### config.mk
export PLATFORM = sky130hd
export DESIGN_NAME = hdmi_subpacket_serializer_flat
export DESIGN_NICKNAME = d
export VERILOG_FILES = /design/src/rtl/hdmi_subpacket_serializer_pkg.sv /design/src/rtl/hdmi_subpacket_serializer_if.sv /design/src/rtl/hdmi_subpacket_serializer_bch.sv /design/src/rtl/hdmi_subpacket_serializer.sv /design/src/flat_wrapper.sv
export SDC_FILE = /design/constraint.sdc
export NUM_CORES = 1
export LEC_CHECK = 0
export ABC_AREA = 1
export CAP_MARGIN = 20
export CORE_MARGIN = 3
export CORE_UTILIZATION = 30
export CTS_BUF_LIST = sky130_fd_sc_hd__clkbuf_4 sky130_fd_sc_hd__clkbuf_8
export DETAILED_ROUTE_END_ITERATION = 16
export GPL_TIMING_DRIVEN = 0
export MAX_ROUTING_LAYER = met4
export SYNTH_ARGS = -nofsm -noshare
export SYNTH_HDL_FRONTEND = slang
export SYNTH_SLANG_ARGS = --single-unit
### constraint.sdc
create_clock -name clock -period 2.65 [get_ports clock]
set_clock_uncertainty 0.05 [all_clocks]
set_input_delay 0.53 -clock clock [delete_from_list [all_inputs] [get_ports clock]]
set_output_delay 0.53 -clock clock [all_outputs]
set_load 0.005 [all_outputs]
### src/rtl/hdmi_subpacket_serializer_pkg.sv
// HDMI data island subpacket constants and the serializer state encoding.
package hdmi_subpacket_serializer_pkg;

  localparam int SUBPACKET_BITS = 56;
  localparam int PARITY_BITS    = 8;
  localparam int DATA_SLOTS     = SUBPACKET_BITS / 2;
  localparam int TOTAL_SLOTS    = DATA_SLOTS + PARITY_BITS / 2;
  localparam int SLOT_W         = $clog2(TOTAL_SLOTS);

  localparam logic [SLOT_W-1:0] FIRST_PARITY_SLOT = SLOT_W'(DATA_SLOTS);
  localparam logic [SLOT_W-1:0] LAST_SLOT         = SLOT_W'(TOTAL_SLOTS - 1);

  // Generator x^8+x^7+x^6+1 in bit-reflected form (first bit sent = highest degree).
  localparam logic [PARITY_BITS-1:0] BCH_POLY_REFLECTED = 8'h83;

  typedef enum logic {
    IDLE,
    SEND
  } stateT;

endpackage

### src/rtl/hdmi_subpacket_serializer_if.sv
// Subpacket handshake plus lane stream between packet builder, serializer and bit mapper.
interface hdmi_subpacket_serializer_if #(
  parameter int SUBPACKET_BITS = hdmi_subpacket_serializer_pkg::SUBPACKET_BITS
);

  logic [SUBPACKET_BITS-1:0] subpacketData;
  logic                      subpacketValid;
  logic                      subpacketReady;
  logic [1:0]                laneBits;
  logic                      laneValid;
  logic                      laneFirst;
  logic                      laneLast;

  modport master (
    output subpacketData,
    output subpacketValid,
    input  subpacketReady,
    input  laneBits,
    input  laneValid,
    input  laneFirst,
    input  laneLast
  );

  modport slave (
    input  subpacketData,
    input  subpacketValid,
    output subpacketReady,
    output laneBits,
    output laneValid,
    output laneFirst,
    output laneLast
  );

endinterface

### src/rtl/hdmi_subpacket_serializer_bch.sv
// BchEccDualBitEncoder: BCH(64,56) parity over two bits per clock; after the data
// clocks the remainder is shifted out two bits per clock on ecc.
module BchEccDualBitEncoder
  import hdmi_subpacket_serializer_pkg::*;
(
  input  logic       clock,
  input  logic       firstClock,
  input  logic [1:0] dataIn,
  output logic [1:0] ecc
);

  logic [PARITY_BITS-1:0] remainder;
  logic [SLOT_W-1:0]      clockCount;

  function automatic logic [PARITY_BITS-1:0] bchStep(input logic [PARITY_BITS-1:0] r,
                                                     input logic                   b);
    return (r >> 1) ^ ((r[0] ^ b) ? BCH_POLY_REFLECTED : '0);
  endfunction

  // firstClock restarts from a zero remainder, so residue left in IDLE never matters.
  always_ff @(posedge clock) begin
    if (firstClock) begin
      remainder  <= bchStep(bchStep('0, dataIn[0]), dataIn[1]);
      clockCount <= SLOT_W'(1);
    end else if (clockCount < FIRST_PARITY_SLOT) begin
      remainder  <= bchStep(bchStep(remainder, dataIn[0]), dataIn[1]);
      clockCount <= clockCount + SLOT_W'(1);
    end else begin
      remainder <= remainder >> 2;
      if (clockCount != LAST_SLOT) begin
        clockCount <= clockCount + SLOT_W'(1);
      end
    end
  end

  assign ecc = remainder[1:0];

endmodule

### src/rtl/hdmi_subpacket_serializer.sv
// Serializes a 56-bit subpacket into 28 data + 4 BCH parity lane clocks.
// Optional build macro HDMI_SUBPACKET_PRELOAD_EN adds a one-entry holding buffer.
module hdmi_subpacket_serializer #(
  parameter int SUBPACKET_BITS = hdmi_subpacket_serializer_pkg::SUBPACKET_BITS,
  parameter int PARITY_BITS    = hdmi_subpacket_serializer_pkg::PARITY_BITS
) (
  input  logic                              clock,
  input  logic                              nReset,
  hdmi_subpacket_serializer_if.slave        bus
);

  import hdmi_subpacket_serializer_pkg::*;

  localparam logic [SLOT_W-1:0] DATA_END  = SLOT_W'(SUBPACKET_BITS / 2);
  localparam logic [SLOT_W-1:0] END_SLOT  = SLOT_W'(SUBPACKET_BITS / 2 + PARITY_BITS / 2 - 1);

  stateT                     state;
  logic [SLOT_W-1:0]         slot;
  logic [SUBPACKET_BITS-1:0] shiftReg;
  logic [1:0]                encData;
  logic [1:0]                eccBits;
  logic                      sending;
  logic                      inData;
  logic                      atLast;
  logic                      atFirst;
  logic                      ready;
  logic                      accept;

  assign sending = (state == SEND);
  assign inData  = (slot < DATA_END);
  assign atLast  = (slot == END_SLOT);
  assign atFirst = sending && (slot == '0);
  assign accept  = bus.subpacketValid && ready;

  assign bus.subpacketReady = ready;
  assign bus.laneValid      = sending;
  assign bus.laneFirst      = atFirst;
  assign bus.laneLast       = sending && atLast;
  assign bus.laneBits       = !sending ? 2'b00 : (inData ? shiftReg[1:0] : eccBits);

  // Zeros during parity slots let the encoder shift its remainder out cleanly.
  assign encData = (sending && inData) ? shiftReg[1:0] : 2'b00;

  BchEccDualBitEncoder encoder (
    .clock      (clock),
    .firstClock (atFirst),
    .dataIn     (encData),
    .ecc        (eccBits)
  );

`ifdef HDMI_SUBPACKET_PRELOAD_EN
  logic                      pendingValid;
  logic [SUBPACKET_BITS-1:0] pendingData;

  assign ready = nReset && !pendingValid;

  always_ff @(posedge clock) begin
    if (!nReset) begin
      state        <= IDLE;
      slot         <= '0;
      shiftReg     <= '0;
      pendingValid <= 1'b0;
      pendingData  <= '0;
    end else if (!sending) begin
      if (accept) begin
        state    <= SEND;
        slot     <= '0;
        shiftReg <= bus.subpacketData;
      end
    end else begin
      slot     <= slot + SLOT_W'(1);
      shiftReg <= shiftReg >> 2;
      if (atLast) begin
        slot <= '0;
        // Launch the held subpacket; an accept on this same edge refills the buffer.
        if (pendingValid) begin
          shiftReg     <= pendingData;
          pendingValid <= accept;
          if (accept) begin
            pendingData <= bus.subpacketData;
          end
        end else if (accept) begin
          shiftReg <= bus.subpacketData;
        end else begin
          state <= IDLE;
        end
      end else if (accept) begin
        pendingValid <= 1'b1;
        pendingData  <= bus.subpacketData;
      end
    end
  end
`else
  assign ready = nReset && (!sending || atLast);

  always_ff @(posedge clock) begin
    if (!nReset) begin
      state    <= IDLE;
      slot     <= '0;
      shiftReg <= '0;
    end else if (!sending) begin
      if (accept) begin
        state    <= SEND;
        slot     <= '0;
        shiftReg <= bus.subpacketData;
      end
    end else begin
      slot     <= slot + SLOT_W'(1);
      shiftReg <= shiftReg >> 2;
      if (atLast) begin
        slot <= '0;
        if (accept) begin
          shiftReg <= bus.subpacketData;
        end else begin
          state <= IDLE;
        end
      end
    end
  end
`endif

endmodule
### src/flat_wrapper.sv
// flat-port wrapper written by rule: the top's interface ports become plain ports
module hdmi_subpacket_serializer_flat import hdmi_subpacket_serializer_pkg::*;
#(
  parameter int SUBPACKET_BITS = hdmi_subpacket_serializer_pkg::SUBPACKET_BITS,
  parameter int PARITY_BITS    = hdmi_subpacket_serializer_pkg::PARITY_BITS
)
  (clock, nReset, bus_subpacketData, bus_subpacketValid, bus_subpacketReady, bus_laneBits, bus_laneValid, bus_laneFirst, bus_laneLast);
  hdmi_subpacket_serializer_if #(.SUBPACKET_BITS(SUBPACKET_BITS)) bus_i ();
  input  logic clock;
  input  logic nReset;
  input wire logic [$bits(bus_i.subpacketData)-1:0] bus_subpacketData;
  input wire logic [$bits(bus_i.subpacketValid)-1:0] bus_subpacketValid;
  output wire logic [$bits(bus_i.subpacketReady)-1:0] bus_subpacketReady;
  output wire logic [$bits(bus_i.laneBits)-1:0] bus_laneBits;
  output wire logic [$bits(bus_i.laneValid)-1:0] bus_laneValid;
  output wire logic [$bits(bus_i.laneFirst)-1:0] bus_laneFirst;
  output wire logic [$bits(bus_i.laneLast)-1:0] bus_laneLast;
  assign bus_i.subpacketData = bus_subpacketData;
  assign bus_i.subpacketValid = bus_subpacketValid;
  assign bus_subpacketReady = bus_i.subpacketReady;
  assign bus_laneBits = bus_i.laneBits;
  assign bus_laneValid = bus_i.laneValid;
  assign bus_laneFirst = bus_i.laneFirst;
  assign bus_laneLast = bus_i.laneLast;
  hdmi_subpacket_serializer #(.SUBPACKET_BITS(SUBPACKET_BITS), .PARITY_BITS(PARITY_BITS)) u_core (.clock(clock), .nReset(nReset), .bus(bus_i));
endmodule
==> impl_metrics.json <==
{
  "via_per_inst": 4.85,
  "synth.distinct_cells": 32,
  "relSlewSlack": 0.657,
  "setup_violations": 0,
  "crit_required_ns": 2.07,
  "cp_max_fo": 9,
  "cp-end-kind": "output port",
  "hold_viol": 0,
  "yosys_register_bits": 75,
  "row_count": 37,
  "overflow": 0,
  "cts.sinks": 75,
  "outcome": "completed",
  "fin_crit_ns": 2.51,
  "instances_no_fill": 605,
  "ir_drop_mv": 0.282,
  "initial_utilization": 0.312,
  "cts_made_buffers": 9,
  "p_leak_uw": 0.00171,
  "route.layer.met1.wl_um": 4080,
  "antennaDiodeCount": 0,
  "grt_max_degree": 14,
  "drc": 0,
  "io_pins": 65,
  "post-place-ws_ns": -0.180,
  "cts_tree": "yes",
  "wl_met2_um": 3990,
  "placement.io_buffers": 64,
  "wire_per_inst_um": 14.2,
  "fin_ws_ns": 0.140,
  "ys.flop_type": "dfxtp_1",
  "synthArstFlopShare": 0,
  "clk_pin_slew_ns": 0.08,
  "drt_pass1_iterations": 4,
  "detailed_place_hpwl_um": 6040,
  "cp_data_arrival_time_ns": 1.93,
  "dieArea_sq_um": 12200,
  "die_h_um": 110,
  "wl_um": 8610,
  "highest_layer": "met4",
  "cts-root-buf": "clkbuf_8",
  "max_freq_mhz": 398,
  "fin_util": 0.412,
  "drv_cap": 0,
  "synth_edf_count": 0,
  "core_sq_um": 10500,
  "clk_latency_ns": 0.34,
  "ys_seq_area_frac": 0.460,
  "placed_cells": 587,
  "fin_crit_sh": 0.947,
  "syn_inst": 387,
  "netlist_area_sq_um": 3260,
  "tightest_slew_ns": 0.514,
  "vias": 2932,
  "powerDensity_nw_per_um2": 660,
  "critPathLaunchType": "flip-flop",
  "final_max_slew_viol_count": 0,
  "synth_warnings": 0,
  "h-tree-depth": 3,
  "grt_usage": 0.149,
  "final_cell_mix": "dfxtp_1, clkdlybuf4s50_1, inv_1",
  "whs_ns": 0.363,
  "nNetsFinal": 528,
  "drt-initial-drc-count": 229,
  "ant_nets": 0,
  "avgSynthCellArea_sq_um": 8.43,
  "syn2layout_area_growth_pct": 32.1,
  "die_x_um": 110,
  "layout_commonest_cell": "dfxtp_1",
  "grt_setup_unrepaired": "no",
  "grt_pass1_vias": 2841,
  "wl_met3_um": 450,
  "ctsHoldBuffers": 0,
  "syn_nets": 451,
  "grt_pass1_wl_um": 13600,
  "min_path_type": "flip-flop to flip-flop",
  "drive_above_1_share": 0.139,
  "path_class": "flip-flop to output port",
  "gp_congestion": 0.818,
  "antenna_found_initial": 0,
  "cts.path.max_buffers": 2
}
==> power breakdown <==
| group | internal (uW) | switching, uW |
|---|---|---|
| clock | 446 | 433 |
| sequential | 1290 | 84.7 |
| combinational | 273 | 316 |
| total | 2010 | 833 |
==> area by class of cell <==
class,count,area (sq um)
fillers,1094,6160
repair buffers,66,653
plain buffers,21,111
clock inverters,6,63.8
well taps,136,170
flip-flops and latches,75,1510
multi-input cells,233,1450
clock buffers,10,131
inverters,58,221
==> worst max-delay path: stages, from the launching register on <==
cell             delay [ns]
dfxtp_2                0.33
buf_4                  0.13
inv_1                  0.07
ha_1                   0.19
nand4_4                0.18
clkinv_2               0.17
clkdlybuf4s50_1        0.52
==> per-stage QoR <==
step                instance area [sq um]  setup TNS, ns  power [uW]
global route                         4310              0        3000
finish                               4310              0        2840
global placement                     4070         -0.166        1970
floorplan                            3260              0        1770
detailed placement                   4070         -0.180        1980
CTS                                  4300              0        2860
==> synthesized netlist by cell type, drive strengths merged, types with 5 or more instances <==
cell type  count  area, sq um
ha             5         62.6
buf           16         90.1
dfxtp         75         1500
o221ai        29          254
nor2          38          143
a211oi        23          223
nand2         43          179
nand3         13          108
clkbuf         5         18.8
o21ai         32          160
inv           57          216
nand4          6         43.8
a21oi         32          160
==> state kept, by name, indices dropped and copies added (netlist names) <==
signal	flops
u_core.bus.laneValid	1
u_core.shiftReg	56
u_core.encoder.clockCount	5
u_core.slot	5
u_core.encoder.remainder	8
==> cell families after synthesis <==
family / count (synthesis) / share of synthesized area
xor+xnor: 3 / 0.00806
compound gates: 123 / 0.263
buf+inv: 79 / 0.101
fa+ha+maj: 5 / 0.0192
flops: 75 / 0.460
simple gates: 102 / 0.149
==> routing by layer <==
| layer | track usage | vias to the layer above |
|---|---|---|
| li1 | - | 1489 |
| met1 | 0.196 | 1364 |
| met2 | 0.233 | 71 |
| met3 | 0.0291 | 8 |
| met4 | 0.0457 | 0 |
| met5 | - | - |
==> path summary, 6_finish.rpt <==
path / startpoint / end / slack, ns / depth (start not counted)
worst min-delay path: u_core.encoder.remainder[6] / u_core.encoder.remainder[4] / 0.36 / 2
worst max-delay path: u_core.slot[0] / bus_laneFirst / 0.14 / 6
worst max register to register: u_core.slot[1] / u_core.shiftReg[45] / 0.58 / 11
worst min register to register: u_core.encoder.remainder[6] / u_core.encoder.remainder[4] / 0.36 / 2
==> timing repair <==
action	4_1_cts	5_1_grt
pin swaps	0	0
gates resized for setup	12	1
endpoints found under the setup margin	1	1
buffers inserted	2	0
Power figures use the tool's default switching activity.
